**config.mk**
```make
export PLATFORM = sky130hd
export DESIGN_NAME = dl_reg_rr_arb_flat
export DESIGN_NICKNAME = d
export VERILOG_FILES = /design/src/rtl/dl_reg_rr_arb_if.sv /design/src/rtl/dl_reg_rr_arb.sv /design/src/flat_wrapper.sv
export SDC_FILE = /design/constraint.sdc
export NUM_CORES = 1
export LEC_CHECK = 0
export CORE_ASPECT_RATIO = 1.2
export CORE_MARGIN = 2
export CORE_UTILIZATION = 31
export DETAILED_ROUTE_END_ITERATION = 6
export PLACE_DENSITY = 0.78
export SLEW_MARGIN = 20
export SYNTH_ARGS = -nofsm -noshare
export SYNTH_HDL_FRONTEND = slang
export SYNTH_SLANG_ARGS = --single-unit
```
**constraint.sdc**
```tcl
create_clock -name clk -period 2.1 [get_ports clk]
set_input_delay 0.315 -clock clk [delete_from_list [all_inputs] [get_ports clk]]
set_output_delay 0.315 -clock clk [all_outputs]
set_load 0.02 [all_outputs]
```
**src/rtl/dl_reg_rr_arb_if.sv**
```systemverilog
// dl_reg_rr_arb_if
//   Bundles the requester-side and register-side signals of the shared
//   register round-robin arbiter.
//   Signals:
//     req       requester -> arbiter  per-requester write request
//     req_data  requester -> arbiter  packed write data, requester i at [i*NUM_BITS +: NUM_BITS]
//     req_lock  requester -> arbiter  keep-priority request (lock build only)
//     gnt       arbiter -> requester  one-hot grant (acts as ready)
//     reg_en    arbiter -> register   write enable
//     reg_d     arbiter -> register   write data
//     q         arbiter -> consumers  registered value
//     q_src     arbiter -> consumers  index of the last writer
//     q_vld     arbiter -> consumers  q written at least once since reset
//   Modports: master = requester/consumer side, slave = arbiter.
interface dl_reg_rr_arb_if #(
    parameter int NUM_REQ  = 4,
    parameter int NUM_BITS = 32
);
    localparam int PW = $clog2(NUM_REQ);

    logic [NUM_REQ-1:0]          req;
    logic [NUM_REQ*NUM_BITS-1:0] req_data;
    logic [NUM_REQ-1:0]          req_lock;
    logic [NUM_REQ-1:0]          gnt;
    logic                        reg_en;
    logic [NUM_BITS-1:0]         reg_d;
    logic [NUM_BITS-1:0]         q;
    logic [PW-1:0]               q_src;
    logic                        q_vld;

    modport master (
        output req, req_data, req_lock,
        input  gnt, reg_en, reg_d, q, q_src, q_vld
    );

    modport slave (
        input  req, req_data, req_lock,
        output gnt, reg_en, reg_d, q, q_src, q_vld
    );
endinterface

```
**src/rtl/dl_reg_rr_arb.sv**
```systemverilog
// dl_reg_rr_arb
//   Round-robin arbiter in front of one shared enable-gated register.
//   Each cycle the first requesting index at or after the rotating pointer
//   is granted; its data is written into the register on the next edge
//   together with the writer index.
//   Optional feature: define DL_REG_RR_ARB_LOCK_EN to let a granted requester
//   holding req_lock keep top priority for up to MAX_LOCK consecutive grants.
//   Ports:
//     clk   rising-edge clock
//     rst   synchronous active-high reset
//     bus   dl_reg_rr_arb_if.slave (req/req_data/req_lock in,
//           gnt/reg_en/reg_d/q/q_src/q_vld out)
module dl_reg_rr_arb #(
    parameter int NUM_REQ  = 4,
    parameter int NUM_BITS = 32,
    parameter int MAX_LOCK = 4
) (
    input  logic               clk,
    input  logic               rst,
    dl_reg_rr_arb_if.slave     bus
);
    localparam int PW = $clog2(NUM_REQ);

    logic [PW-1:0]       ptr_q, ptr_d;
    logic [NUM_BITS-1:0] data_q, data_d;
    logic [PW-1:0]       src_q, src_d;
    logic                vld_q, vld_d;

    logic [PW:0]         scan_idx;
    logic [PW-1:0]       gnt_idx;
    logic                gnt_any;
    logic [NUM_REQ-1:0]  gnt_vec;
    logic [NUM_BITS-1:0] win_data;
    logic [PW-1:0]       rot_ptr;

`ifdef DL_REG_RR_ARB_LOCK_EN
    localparam int LW = $clog2(MAX_LOCK + 1);
    logic [LW-1:0] lock_cnt_q, lock_cnt_d;
`else
    // Lock inputs have no effect in this build.
    logic unused_lock;
    assign unused_lock = (^bus.req_lock) ^ MAX_LOCK[0];
`endif

    // Priority scan starting at ptr, wrapping modulo NUM_REQ. Reset masks
    // every grant so nothing reaches the register while rst is high.
    always_comb begin
        scan_idx = '0;
        gnt_idx  = '0;
        gnt_any  = 1'b0;
        gnt_vec  = '0;
        for (int k = 0; k < NUM_REQ; k++) begin
            scan_idx = {1'b0, ptr_q} + (PW+1)'(k);
            if (scan_idx >= (PW+1)'(NUM_REQ)) begin
                scan_idx = scan_idx - (PW+1)'(NUM_REQ);
            end
            if (!gnt_any && !rst && bus.req[scan_idx[PW-1:0]]) begin
                gnt_any = 1'b1;
                gnt_idx = scan_idx[PW-1:0];
            end
        end
        if (gnt_any) begin
            gnt_vec[gnt_idx] = 1'b1;
        end
    end

    always_comb begin
        win_data = '0;
        if (gnt_any) begin
            win_data = bus.req_data[gnt_idx*NUM_BITS +: NUM_BITS];
        end
    end

    always_comb begin
        ptr_d   = ptr_q;
        data_d  = data_q;
        src_d   = src_q;
        vld_d   = vld_q;
        rot_ptr = (gnt_idx == PW'(NUM_REQ - 1)) ? '0 : gnt_idx + 1'b1;
`ifdef DL_REG_RR_ARB_LOCK_EN
        lock_cnt_d = '0;
`endif
        if (gnt_any) begin
            data_d = win_data;
            src_d  = gnt_idx;
            vld_d  = 1'b1;
`ifdef DL_REG_RR_ARB_LOCK_EN
            // A locked winner keeps the pointer on itself until it has
            // taken MAX_LOCK grants in a row, then has to rotate.
            if (bus.req_lock[gnt_idx] && (lock_cnt_q < LW'(MAX_LOCK - 1))) begin
                ptr_d      = gnt_idx;
                lock_cnt_d = lock_cnt_q + 1'b1;
            end else begin
                ptr_d      = rot_ptr;
                lock_cnt_d = '0;
            end
`else
            ptr_d = rot_ptr;
`endif
        end
    end

    always_ff @(posedge clk) begin
        if (rst) begin
            ptr_q  <= '0;
            data_q <= '0;
            src_q  <= '0;
            vld_q  <= 1'b0;
`ifdef DL_REG_RR_ARB_LOCK_EN
            lock_cnt_q <= '0;
`endif
        end else begin
            ptr_q  <= ptr_d;
            data_q <= data_d;
            src_q  <= src_d;
            vld_q  <= vld_d;
`ifdef DL_REG_RR_ARB_LOCK_EN
            lock_cnt_q <= lock_cnt_d;
`endif
        end
    end

    assign bus.gnt    = gnt_vec;
    assign bus.reg_en = gnt_any;
    assign bus.reg_d  = win_data;
    assign bus.q      = data_q;
    assign bus.q_src  = src_q;
    assign bus.q_vld  = vld_q;
endmodule

```
**src/flat_wrapper.sv**
```systemverilog
// flat-port wrapper written by rule: the top's interface ports become plain ports
module dl_reg_rr_arb_flat 
#(
    parameter int NUM_REQ  = 4,
    parameter int NUM_BITS = 32,
    parameter int MAX_LOCK = 4
)
  (clk, rst, bus_req, bus_req_data, bus_req_lock, bus_gnt, bus_reg_en, bus_reg_d, bus_q, bus_q_src, bus_q_vld);
  dl_reg_rr_arb_if #(.NUM_REQ(NUM_REQ), .NUM_BITS(NUM_BITS)) bus_i ();
  input  logic clk;
  input  logic rst;
  input wire logic [$bits(bus_i.req)-1:0] bus_req;
  input wire logic [$bits(bus_i.req_data)-1:0] bus_req_data;
  input wire logic [$bits(bus_i.req_lock)-1:0] bus_req_lock;
  output wire logic [$bits(bus_i.gnt)-1:0] bus_gnt;
  output wire logic [$bits(bus_i.reg_en)-1:0] bus_reg_en;
  output wire logic [$bits(bus_i.reg_d)-1:0] bus_reg_d;
  output wire logic [$bits(bus_i.q)-1:0] bus_q;
  output wire logic [$bits(bus_i.q_src)-1:0] bus_q_src;
  output wire logic [$bits(bus_i.q_vld)-1:0] bus_q_vld;
  assign bus_i.req = bus_req;
  assign bus_i.req_data = bus_req_data;
  assign bus_i.req_lock = bus_req_lock;
  assign bus_gnt = bus_i.gnt;
  assign bus_reg_en = bus_i.reg_en;
  assign bus_reg_d = bus_i.reg_d;
  assign bus_q = bus_i.q;
  assign bus_q_src = bus_i.q_src;
  assign bus_q_vld = bus_i.q_vld;
  dl_reg_rr_arb #(.NUM_REQ(NUM_REQ), .NUM_BITS(NUM_BITS), .MAX_LOCK(MAX_LOCK)) u_core (.clk(clk), .rst(rst), .bus(bus_i));
endmodule
```
# Word-level counts from Yosys, hierarchy flattened
# Cells that the tools add are included.
# word_totals
register_bits	37
elab_cells	61
inputBits	138
out_inout_bits	72
# op_classes
add_sub_neg	8
eq_ne	1
n_lt_le_gt_ge	10
reduce_logical	12
n_mux	25
shifts	1
# op_table
cell	n
indexed part select 128 x 8 -> 32 bit	1
2-to-1 mux 32 bit	1
2-to-1 mux 2 bit	9
less-than comparator 2 x 3 -> 1 bit, second input constant	5
>= comparator 3 bit, second input constant	3
2-to-1 mux 1 bit	9
binary-select mux 1 bit (select 2 bit)	4
logical AND 1 bit	8
subtractor 2 x 1 -> 2 bit, second input constant	4
adder 2 x 2 -> 3 bit, second input constant	2
zero test 1 bit	4
2-to-1 mux 4 bit	1
adder 2 x 1 -> 3 bit, second input constant	1
>= comparator 2 x 3 -> 1 bit, second input constant	1
adder 2 x 1 -> 2 bit, second input constant	1
demux 1 bit (select 2 bit)	1
== test 2 bit, second input constant	1
>= comparator 2 x 1 -> 1 bit, second input constant	1

# Depth between registers and ports, before layout
# logic_depth
ltp_word	23
mapped_depth	9
ltp_nobuf	6

# Worst setup path before layout
# OpenSTA, ideal clock, no wires.
# synth_path
path_type	register -> output
from	register u_core.ptr_q[1]
to	output bus_reg_d[0]
n_path_buf	2
required_time_ns	1.785
arrival_ns	1.880
path_slack_ns	-0.095
path_stages_with_launch	9
cell_sequence	dfxtp_1 > and3b_1 > o221a_1 > o311ai_1 > buf_6 > buf_12 > mux2i_1 > nand2_1 > and3_1
# synth_via
elab_chain_len	20
elab_cells_between_ends	43
cone_classes	add/sub: 7; order compare: 4; shift: 1; mux: 21; reduce/logical: 10
# synth_lines
item	line_no	source
start, declared	dl_reg_rr_arb.sv:24	logic [PW-1:0] ptr_q, ptr_d;
start signal, assigned	dl_reg_rr_arb.sv:113	ptr_q <= ptr_d;
>= comparator 2 x 3 -> 1 bit / subtractor 2 x 1 -> 2 bit (equally long branches)	dl_reg_rr_arb.sv:54, dl_reg_rr_arb.sv:55	
2-to-1 mux 2 bit	dl_reg_rr_arb.sv:54	if (scan_idx >= (PW+1)'(NUM_REQ)) begin
binary-select mux 1 bit (select 2 bit)	dl_reg_rr_arb.sv:57	if (!gnt_any && !rst && bus.req[scan_idx[PW-1:0]]) begin
2-to-1 mux 1 bit (implied by the code)	dl_reg_rr_arb.sv:57	
logical AND 1 bit	dl_reg_rr_arb.sv:57	
2-to-1 mux 1 bit	dl_reg_rr_arb.sv:57	
zero test 1 bit	dl_reg_rr_arb.sv:57	
logical AND 1 bit (2 in series)	dl_reg_rr_arb.sv:57	
2-to-1 mux 1 bit	dl_reg_rr_arb.sv:57	
zero test 1 bit	dl_reg_rr_arb.sv:57	
logical AND 1 bit (2 in series)	dl_reg_rr_arb.sv:57	
2-to-1 mux 1 bit	dl_reg_rr_arb.sv:57	
zero test 1 bit	dl_reg_rr_arb.sv:57	
logical AND 1 bit (2 in series)	dl_reg_rr_arb.sv:57	
2-to-1 mux 2 bit	dl_reg_rr_arb.sv:57	
indexed part select 128 x 8 -> 32 bit	dl_reg_rr_arb.sv:70	win_data = bus.req_data[gnt_idx*NUM_BITS +: NUM_BITS];
2-to-1 mux 32 bit (*)	dl_reg_rr_arb.sv:69	if (gnt_any) begin
end, declared	flat_wrapper.sv:17	output wire logic [$bits(bus_i.reg_d)-1:0] bus_reg_d;
# Every way passes the cells marked *; elsewhere a longest branch is shown, timed or not. The select of a mux whose other input is x is not followed.

# Worst setup path in the final report
# layout_path
from	register u_core.ptr_q[1]
to	output bus_reg_d[9]
# Same word-level chain as after synthesis.

==> load_flow_metrics.sql <==
INSERT INTO impl_metrics (metric_group, metric, value, unit) VALUES
('outcome', 'outcome', 'finished, violations left', ''),
('outcome', 'failed_checks', 'setup timing', ''),
('placement', 'buffer_ports.inserted', '205', ''),
('logic_synthesis', 'yosys_register_bits', '37', ''),
('logic_synthesis', 'synth_area', '0.00272', 'mm^2'),
('cells_and_area', 'n_antenna_cell', '0', ''),
('worst_hold_path', 'min_delay_path_class', 'reg -> reg', ''),
('placement', 'dp_hpwl', '8450', 'um'),
('sta', 'max_slew.worst_pin.slew', '309', 'ps'),
('global_routing', 'grt_met2_use', '0.531', ''),
('worst_hold_path', 'worstHoldEndpoint', 'u_core.bus.q[9]$_SDFFE_PP0N_', ''),
('clock_tree', 'clockBufferDepth', '2', ''),
('cells_and_area', 'area_of_the_multi_input_gates', '0.00209', 'mm^2'),
('logic_synthesis', 'ys_types', '36', ''),
('sta', 'final_setup_violation_count', '70', ''),
('worst_setup_path', 'chain_of_cells_forming_the_critical_path', 'and3b_2 > o221a_1 > o311ai_4 > buf_6 > buf_6 > buf_16 > buf_6 > mux2i_1 > nand2_1 > and3_4 > buf_6', ''),
('sta', 'grt_setup_unrepaired', 'yes', ''),
('global_routing', 'grt_start_max_net_pins', '37', ''),
('worst_setup_path', 'crit_arrival', '2510', 'ps'),
('worst_setup_path', 'timing.critical_path.to_type', 'primary output', ''),
('worst_setup_path', 'timing.rr.start', 'u_core.ptr_q[1]$_SDFFE_PP0N_', ''),
('worst_setup_path', 'crit_path_start', 'u_core.ptr_q[1]$_SDFFE_PP0N_', ''),
('die', 'die_height', '107', 'um'),
('cells_and_area', 'area.growth.synth_to_final', '143', '%'),
('worst_setup_path', 'cpMaxStageDelayCell', 'sky130_fd_sc_hd__dfxtp_4', ''),
('global_routing', 'gr-total-overflow', '0', ''),
('worst_setup_path', 'worstRegToRegCells', '10', ''),
('cells_and_area', 'post_layout_nonfiller_instances', '735', ''),
('worst_hold_path', 'hold_start', 'u_core.bus.q[9]$_SDFFE_PP0N_', ''),
('die', 'die_width', '89.5', 'um'),
('sta', 'fin_max_slew_vios', '0', ''),
('global_routing', 'number_of_antenna_violations_at_the_first_check_in_global_routing', '0', ''),
('worst_hold_path', 'min_delay_path_depth', '1', ''),
('sta', 'fin_crit', '2830', 'ps'),
('die', 'row_count', '37', ''),
('drt', 'detail_route.iter0.violations', '150', ''),
('drt', 'ant_nets', '0', ''),
('logic_synthesis', 'synth_top_cells_by_area', 'sky130_fd_sc_hd__dfxtp_1 (27%), sky130_fd_sc_hd__mux2i_1 (24%), sky130_fd_sc_hd__a32o_2 (13%), sky130_fd_sc_hd__nand2_1 (9.0%), sky130_fd_sc_hd__and3_1 (7.6%)', ''),
('worst_setup_path', 'ff2ff_setup_slack', '-340', 'ps'),
('drt', 'drc', '0', ''),
('die', 'initial_utilization', '0.317', ''),
('logic_synthesis', 'cells_after_synth', '308', ''),
('logic_synthesis', 'synth_top_area_share', '0.273', ''),
('placement', 'place_congestion', '0.851', ''),
('drt', 'post_drt_wl_per_cell', '19.6', 'um'),
('pwr', 'p_per_area', '809', 'mW/mm^2'),
('sta', 'number_of_hold_violations_in_the_final_report', '0', ''),
('cells_and_area', 'fin_area', '0.00659', 'mm^2'),
('cells_and_area', 'sequential_cell_area', '746', 'um^2'),
('clock_tree', 'cts-buffers-inserted', '5', ''),
('pwr', 'internal_power', '3.40', 'mW'),
('sta', 'finClkSkew', '6.38', 'ps'),
('logic_synthesis', 'post_synth.cell_area_avg', '8.82', 'um^2'),
('sta', 'timing.final.crit_share', '1.35', ''),
('clock_tree', 'cts_tree', 'yes', ''),
('cells_and_area', 'layout.nets', '755', ''),
('pwr', 'clock_power_share', '0.123', ''),
('global_routing', 'grt_most_used_layer', 'met2', ''),
('global_routing', 'grt_use_total', '0.283', ''),
('placement', 'post_place_instance_area', '0.00555', 'mm^2'),
('pwr', 'total_power', '5.33', 'mW'),
('worst_setup_path', 'crit_path_frequent_cell', 'sky130_fd_sc_hd__buf_6', ''),
('sta', 'layout_setup_ws', '-728', 'ps'),
('global_routing', 'global_route.usage.met3', '0.0644', ''),
('sta', 'max_clock_freq', '0.354', 'GHz'),
('worst_setup_path', 'timing.critical_path.fanout_max', '7', ''),
('clock_tree', 'cts.sink_count', '37', ''),
('cells_and_area', 'drive_above_1_share', '0.426', ''),
('worst_setup_path', 'cp_slowest_stage_delay', '370', 'ps'),
('cells_and_area', 'fillerInstances', '547', ''),
('worst_setup_path', 'worst_r2r_end', 'u_core.bus.q[13]$_SDFFE_PP0N_', '');
## layer usage
metal  part of all wire  wire [um]  up-vias
met2               0.54       7820      181
met3              0.069        989       43
met1               0.35       5020     1829
met4              0.038        544        0
met5                  0          0        -
li1                   -          -     1768
## through the flow
step | setup TNS, ps | worst slack [ps]
finish | -32370 | -728
global route | -38470 | -811
CTS | -32140 | -738
detailed placement | -61800 | -1260
global placement | -57270 | -1190
floorplan | 0 | 5.74
## cell usage after synthesis
cell type                   number
sky130_fd_sc_hd__inv_1           4
sky130_fd_sc_hd__and3b_1         2
sky130_fd_sc_hd__nor3_1          3
sky130_fd_sc_hd__buf_8           1
sky130_fd_sc_hd__nand3_1         1
sky130_fd_sc_hd__nand2_1        65
sky130_fd_sc_hd__and3_1         33
sky130_fd_sc_hd__inv_2           1
sky130_fd_sc_hd__o211ai_1        2
sky130_fd_sc_hd__a32o_2         32
sky130_fd_sc_hd__buf_6           1
sky130_fd_sc_hd__a31o_1          1
sky130_fd_sc_hd__o211a_1         1
sky130_fd_sc_hd__o21a_1          2
sky130_fd_sc_hd__a2111oi_0       1
sky130_fd_sc_hd__o221a_1         1
sky130_fd_sc_hd__a31oi_2         1
sky130_fd_sc_hd__dfxtp_1        37
sky130_fd_sc_hd__buf_12          6
sky130_fd_sc_hd__nor2b_1         1
sky130_fd_sc_hd__buf_2           8
sky130_fd_sc_hd__clkbuf_1       10
sky130_fd_sc_hd__nand3b_1        2
sky130_fd_sc_hd__buf_4           1
sky130_fd_sc_hd__nor3b_1         1
sky130_fd_sc_hd__mux2i_1        64
sky130_fd_sc_hd__o21ai_0         1
sky130_fd_sc_hd__a21oi_1         3
sky130_fd_sc_hd__nor4_1          1
sky130_fd_sc_hd__nor2_1         14
sky130_fd_sc_hd__or2_1           1
sky130_fd_sc_hd__o311ai_1        1
sky130_fd_sc_hd__or3_1           1
sky130_fd_sc_hd__o221ai_1        1
sky130_fd_sc_hd__o21ai_1         1
sky130_fd_sc_hd__nand2b_1        2
## power by group through the flow
stage	Combinational (mW)	Sequential, mW	Clock, mW
after floorplan	1.32	1.22	0
after global placement	2.83	1.00	0
after detailed placement	2.88	1.01	0
after CTS	3.59	1.00	0.678
after global routing	3.84	1.03	0.700
final	3.66	1.01	0.657
## placed cells by master (no fill, tap or decap), drive strengths merged, types with 2 or more instances in the layout
master,n
a21oi,3
a32o,32
and3,33
and3b,2
buf,158
clkbuf,9
clkdlybuf4s50,163
dfxtp,37
dlygate4sd2,4
inv,5
mux2i,64
nand2,65
nand2b,2
nand3b,2
nor2,14
nor3,3
o211ai,2
o21a,2
o21ai,2
## registers in the layout, indices dropped and copies added (netlist names)
| name | cells |
|---|---|
| u_core.bus.q_src | 2 |
| u_core.bus.q_vld | 1 |
| u_core.ptr_q | 2 |
| u_core.bus.q | 32 |
## worst max-delay path: cells and delay by family (launching register included)
| kind | cells | cell delay [ps] |
|---|---|---|
| muxes | 1 | 160 |
| AOI/OAI and AO/OA | 2 | 530 |
| buffers and inverters | 5 | 670 |
| and+or+nand+nor | 3 | 490 |
| DFF | 1 | 370 |
## area by class of cell
| type | count | share of cell area |
|---|---|---|
| inverters | 5 | 0.00285 |
| multi-input cells | 239 | 0.317 |
| clock inverters | 1 | 0.00456 |
| well taps | 117 | 0.0222 |
| flip-flops and latches | 37 | 0.113 |
| clock buffers | 7 | 0.0131 |
| repair buffers | 329 | 0.527 |
## worst max-delay path by stage
stage | end | cells after the start
2_1_floorplan | bus_gnt[3] | 8
3_3_place_gp | bus_reg_d[22] | 9
3_5_place_dp | bus_reg_d[22] | 9
4_1_cts | bus_reg_d[6] | 11
5_1_grt | bus_reg_d[9] | 12
6_report | bus_reg_d[9] | 11
## what timing repair did
action                                  4_1_cts  5_1_grt
gates resized for setup                     278       47
endpoints found under the setup margin       72       71
pin swaps                                    57       64
setup buffers                                62       29
cloned                                       12        2
hold endpoints to repair                      0        0
## logic make-up after synthesis
kind of cell / Yosys count / share of synthesized area
and+or+nand+nor: 127 / 0.221
buffers and inverters: 32 / 0.0921
DFF: 37 / 0.273
muxes: 64 / 0.236
AOI/OAI and AO/OA: 48 / 0.178
No activity file was read; power rests on OpenSTA's default activity.
